### config.mk
export PLATFORM = sky130hd
export DESIGN_NAME = operand_fetch_stage
export DESIGN_NICKNAME = d
export VERILOG_FILES = /design/src/rtl/operand_fetch_stage.sv
export SDC_FILE = /design/constraint.sdc
export NUM_CORES = 1
export LEC_CHECK = 0
export ABC_AREA = 1
export BUFFER_PORTS_ARGS = -buffer_cell sky130_fd_sc_hd__buf_2
export CAP_MARGIN = 30
export CORE_UTILIZATION = 45
export CTS_CLUSTER_DIAMETER = 50
export CTS_CLUSTER_SIZE = 8
export DETAILED_ROUTE_END_ITERATION = 10
export MAX_ROUTING_LAYER = met4
export PLACE_DENSITY = 0.8
export SYNTH_ARGS = -nofsm -noshare
export SYNTH_HDL_FRONTEND = slang
export SYNTH_SLANG_ARGS = --single-unit
export TNS_END_PERCENT = 1
### constraint.sdc
create_clock -name clk -period 1.3 [get_ports clk]
set_input_delay 0.13 -clock clk [delete_from_list [all_inputs] [get_ports clk]]
set_output_delay 0.13 -clock clk [all_outputs]
set_load 0.005 [all_outputs]
### src/rtl/operand_fetch_stage.sv
// Decode/operand-fetch stage: drives register-file reads, forwards from EX/WB,
// stalls on load-use hazards and holds the ID/EX register. Define OF_STALL_CNT_EN for stall_cnt.
module operand_fetch_stage #(
  parameter int DW  = 8,
  parameter int AW  = 4,
  parameter int OPW = 4
) (
  input  logic           clk,
  input  logic           rst,
  input  logic           flush,
  input  logic           in_valid,
  output logic           in_ready,
  input  logic [OPW-1:0] in_op,
  input  logic [AW-1:0]  in_rs_a,
  input  logic [AW-1:0]  in_rs_b,
  input  logic [AW-1:0]  in_rd,
  input  logic [DW-1:0]  in_imm,
  input  logic           in_wb_en,
  input  logic           in_is_load,
  output logic [AW-1:0]  rf_read_a,
  output logic [AW-1:0]  rf_read_b,
  input  logic [DW-1:0]  rf_data_a,
  input  logic [DW-1:0]  rf_data_b,
  input  logic           ex_wb_en,
  input  logic [AW-1:0]  ex_dest,
  input  logic [DW-1:0]  ex_data,
  input  logic           ex_is_load,
  input  logic           wb_wb_en,
  input  logic [AW-1:0]  wb_dest,
  input  logic [DW-1:0]  wb_data,
  output logic           out_valid,
  input  logic           out_ready,
  output logic [OPW-1:0] out_op,
  output logic [DW-1:0]  out_a,
  output logic [DW-1:0]  out_b,
  output logic [DW-1:0]  out_imm,
  output logic [AW-1:0]  out_rd,
  output logic           out_wb_en,
`ifdef OF_STALL_CNT_EN
  output logic           out_is_load,
  output logic [15:0]    stall_cnt
`else
  output logic           out_is_load
`endif
);

  typedef struct packed {
    logic [OPW-1:0] op;
    logic [DW-1:0]  a;
    logic [DW-1:0]  b;
    logic [DW-1:0]  imm;
    logic [AW-1:0]  rd;
    logic           wb_en;
    logic           is_load;
  } idex_t;

  logic          out_valid_q, out_valid_d;
  idex_t         payload_q, payload_d;

  logic          ex_fwd_ok;
  logic          hazard;
  logic          accept;
  logic [DW-1:0] opnd_a;
  logic [DW-1:0] opnd_b;

  assign rf_read_a = in_rs_a;
  assign rf_read_b = in_rs_b;

  // A load in EX has no data yet, so it can never be a forwarding source.
  assign ex_fwd_ok = ex_wb_en && !ex_is_load;

  always_comb begin
    // NOTE: every always_comb output gets a default first so no path infers a latch.
    opnd_a = rf_data_a;
    opnd_b = rf_data_b;
    if (ex_fwd_ok && (ex_dest == in_rs_a)) begin
      opnd_a = ex_data;
    end else if (wb_wb_en && (wb_dest == in_rs_a)) begin
      opnd_a = wb_data;
    end
    if (ex_fwd_ok && (ex_dest == in_rs_b)) begin
      opnd_b = ex_data;
    end else if (wb_wb_en && (wb_dest == in_rs_b)) begin
      opnd_b = wb_data;
    end
  end

  assign hazard   = in_valid && ex_wb_en && ex_is_load &&
                    ((ex_dest == in_rs_a) || (ex_dest == in_rs_b));
  assign in_ready = !rst && !flush && !hazard && (!out_valid_q || out_ready);
  assign accept   = in_valid && in_ready;

  always_comb begin
    out_valid_d = out_valid_q;
    payload_d   = payload_q;
    if (flush) begin
      out_valid_d = 1'b0;
    end else if (accept) begin
      out_valid_d = 1'b1;
      payload_d   = '{op: in_op, a: opnd_a, b: opnd_b, imm: in_imm,
                      rd: in_rd, wb_en: in_wb_en, is_load: in_is_load};
    end else if (out_ready) begin
      out_valid_d = 1'b0;
    end
  end

  always_ff @(posedge clk) begin
    // NOTE: sequential state uses non-blocking assignments so all flops update together.
    if (rst) begin
      out_valid_q <= 1'b0;
      // NOTE: payload flops are reset too, so a post-reset bubble presents all zeros downstream.
      payload_q   <= '0;
    end else begin
      out_valid_q <= out_valid_d;
      payload_q   <= payload_d;
    end
  end

  assign out_valid   = out_valid_q;
  assign out_op      = payload_q.op;
  assign out_a       = payload_q.a;
  assign out_b       = payload_q.b;
  assign out_imm     = payload_q.imm;
  assign out_rd      = payload_q.rd;
  assign out_wb_en   = payload_q.wb_en;
  assign out_is_load = payload_q.is_load;

`ifdef OF_STALL_CNT_EN
  logic [15:0] stall_cnt_q, stall_cnt_d;

  always_comb begin
    stall_cnt_d = stall_cnt_q;
    if (hazard && !flush && (stall_cnt_q != 16'hFFFF)) begin
      stall_cnt_d = stall_cnt_q + 16'd1;
    end
  end

  always_ff @(posedge clk) begin
    if (rst) begin
      stall_cnt_q <= 16'd0;
    end else begin
      stall_cnt_q <= stall_cnt_d;
    end
  end

  assign stall_cnt = stall_cnt_q;
`endif

endmodule

Yosys cells after proc, flatten, opt, wreduce, memory -nomap -nowiden
Index checks and enable logic that the tools add are counted.
- eq/ne operators: 4
- muxes and demuxes: 6
- bitwise gates (word level): 1
- reduce and logical (&&, ||, !) cells: 22
- operator list (kind ; count):
    2-to-1 mux 8 bit ; 4
    equality test 4 bit ; 4
    logical AND 1 bit ; 12
    logical NOT 1 bit ; 5
    logical OR 1 bit ; 2
    2-to-1 mux 1 bit ; 2
    AND reduction 2 bit ; 1
    nonzero test 2 bit ; 1
    OR reduction 2 bit ; 1
    NOT 1 bit ; 1
- register bits: 35
- bits of input ports: 74
- output and inout port bits: 44
- logic and storage cells: 41

Logic depth before layout (Yosys ltp)
- word-level depth: 8
- gate-level depth with buffers: 12

Worst setup path before layout
Ideal clock, no wire load.
- kind: register to register
- start: reg out_valid_q, in the netlist out_valid
- end: reg payload_q, in the netlist out_imm[3]
- arrival time: 1.067 ns
- slack: 0.121 ns
- stages on the path, launching flop included: 9
- path buffers: 2
- period minus slack after synthesis: 1.179 ns
- cells stage by stage: dfxtp_1 -> inv_1 -> nor2_1 -> nor2_1 -> nand3_4 -> buf_6 -> buf_8 -> nor2_2 -> nor2_1
- word-level cells in the longest chain between the ends: 5
- RTL lines (what ; line ; source):
    start, declared ; 57 ; logic out_valid_q, out_valid_d;
    start signal, assigned ; 114 ; out_valid_q <= out_valid_d;
    logical NOT 1 bit ; 90 ; assign in_ready = !rst && !flush && !hazard && (!out_valid_q || out_ready);
    logical OR 1 bit ; 90 ;
    logical AND 1 bit ; 90 ;
    logical AND 1 bit ; 91 ; assign accept = in_valid && in_ready;
    AND reduction 2 bit (no source line) ; - ;
    end signal, assigned ; 115 ; payload_q <= payload_d;
    end, declared ; 58 ; idex_t payload_q, payload_d;
No other way between the ends.
A chain may end at the register's enable or synchronous reset.

Worst setup path after layout
- start: reg out_valid_q, in the netlist out_valid
- end: out in_ready
- word-level cells in the longest chain between the ends: 3
- RTL lines (what ; line ; source):
    logical NOT 1 bit ; 90 ;
    logical OR 1 bit ; 90 ;
    logical AND 1 bit ; 90 ;
    end, declared ; 12 ; output logic in_ready,
No other way between the ends.

==> run metrics <==
num rows=25; asr flop ratio synth=0%; Inserted Clock Buffers=5; Fillers=approximately 480; largest net degree at the start of global routing=roughly 40; core area=slightly below 5000 um2; final setup fails=0; DRC viols=0; setup total negative slack=0 ns; Worst Path Required=approximately 1.2 ns; clock transition at the registers of the reported paths=approximately 0.070 ns; Final ANT Viol Nets=0; Die ar.=around 5500 um2; layout cells sized above 1=a little under a third; vias in the first global route=2228; clk sink count=35; vias per cell=4.40; Post-DP HPWL=4.58 mm; Worst-Skew Late Latency=0.27 ns; Overall Global Routing Usage=20.8%; io pins=roughly 120; post-place setup slack=-0.0557 ns; critical path type=reg -> out; main area contributors after synthesis=dfxtp_1 30%, nand2_1 25%, inv_1 12%; min cycle time layout=around 1.2 ns; ys flop type=dfxtp_1; post-synthesis cell count=420; Final nets=between 600 and 700; Die Y=between 70 and 80 um; Clock Tree Root=clkbuf_8; DR iter-0 viols=91; relative slew slack=between 80 and 90%; CTS H-tree depth=2; Worst R2R Setup Slack=0.12 ns; worst-path maximum fanout=2; Leak Pwr=1.99 nW; first-pass GRT wire length=approximately 8.9 mm; # hold bufs at CTS=0; Syn Area/Cell=~5.6 um2; gpl congestion=approximately 0.90; max_cap viols=0; DRT Pass-1 Iters=5; synth warn=0; Port Buffers=117; HP Class=in -> reg; EDFF count, synth=0; RSZ-0062 raised after global routing=yes; post-CTS setup buffer count=0; Worst Setup End Kind=output port; initial antenna violation count=0; Max Buffers Root-to-Sink=2; Slew Limit Fails=0; drt total wl=between 5 and 6 mm; Util after Layout=between 60 and 70%; synthesized net count=around 500; Slew @ Worst Pin=approximately 0.26 ns; total power=between 2 and 3 mW; area occupied by multi-input gates=around 1200 um2; Seq/Total Area, Yosys=between 20% and 30%; Routed wire per std cell=roughly 9.5 um; Yosys top cell by area=dfxtp_1; distinct cell type count after synthesis=21; Worst Slack Setup Final=roughly 0.05 ns; Synth-to-Final Area Change=34.2%; fmax=between 800 and 900 MHz; Initial Util=about half; Final period util=a little over nine tenths; CP arrival=between 1 and 1.5 ns; DR vias=2677; total gr overflow=0; DIE WIDTH=roughly 74 um; Synth top area share=~30%; Synth top cells by count=158 x nand2_1, 78 x inv_1, 67 x nor2_1; crit start category=flip-flop; Fin. Hold Viols=0; ANT cells=0; Worst Skew=between 0.006 and 0.007 ns; CTS tree=yes; most common cell in the netlist=nand2_1; Cell Pwr Density=between 800 and 900 nW/um2; flop and latch count out of synthesis=35; register area=702 um2; status=complete, no violations; Netlist Area Pre-Place=approximately 2300 um2; maximum VDD drop=just under 600 uV
power by group:
group	leakage, nW	total [mW]	internal [mW]	switching, mW
sequential	0.287	1.16	1.13	0.0260
combinational	1.66	0.649	0.292	0.357
clock	0.0412	0.755	0.374	0.380
worst max-delay path: stages (launching register included):
cell and delay [ns]:
dfxtp_2 0.35, inv_2 0.04, nor2_4 0.12, nor2_4 0.06, a21boi_2 0.14, buf_2 0.13
placed cells by master (no fill, tap or decap), types with 5 or more instances in the layout:
cell and n:
inv_1 77, nand3_1 17, buf_2 117, clkbuf_8 5, nor2_2 15, dfxtp_1 34
nand2_1 158, buf_4 12, nor2_1 65, nand4_1 16
through the flow:
step           hold slack [ns]  area [um2]  instances
2_1_floorplan            0.258        2350        420
3_3_place_gp             0.350        3040        601
3_5_place_dp             0.358        3040        601
4_1_cts                 0.0711        3130        609
5_1_grt                 0.0752        3150        609
6_report                0.0757        3150        609
layer usage:
metal | vias to the layer above | routed length (um) | GRT usage, %
met4 | 0 | 59 | 3.35
met1 | 1113 | 2550 | 25.3
met2 | 94 | 2800 | 36.6
met3 | 6 | 352 | 3.52
li1 | 1464 | - | -
met5 | - | 0 | -
cell families after synthesis:
logic type,synth area share [%]
AND/OR/NAND/NOR,50.4
buffers and inverters,18.3
flip-flops,29.9
AO/OA/AOI/OAI,1.39
sequential cells by signal, summed over array words and instances, names as in the netlist:
| signal | count |
|---|---|
| out_a | 8 |
| out_b | 8 |
| out_imm | 8 |
| out_op | 4 |
| out_rd | 4 |
| out_is_load | 1 |
| out_valid | 1 |
| out_wb_en | 1 |
what timing repair did:
item,in CTS,in global routing
endpoints found under the setup margin,1,24
resized for setup,1,7
cloned,0,0
pin swaps,1,2
area by class of cell:
cell class	count	area share (%)
multi-input combinational	285	39.2
timing repair buffer	132	23.4
sequential	35	22.3
inverter	82	9.77
tap	67	2.66
clock buffer	6	2.30
clock inverter	2	0.397
path summary, 6_finish.rpt:
path                   start         end  cells after the start
setup reg to reg   out_valid    out_b[3]                      8
hold / removal      in_rd[0]   out_rd[0]                      3
setup / recovery   out_valid    in_ready                      5
hold reg to reg   out_imm[4]  out_imm[4]                      4
No activity file was read; power rests on OpenSTA's default activity.
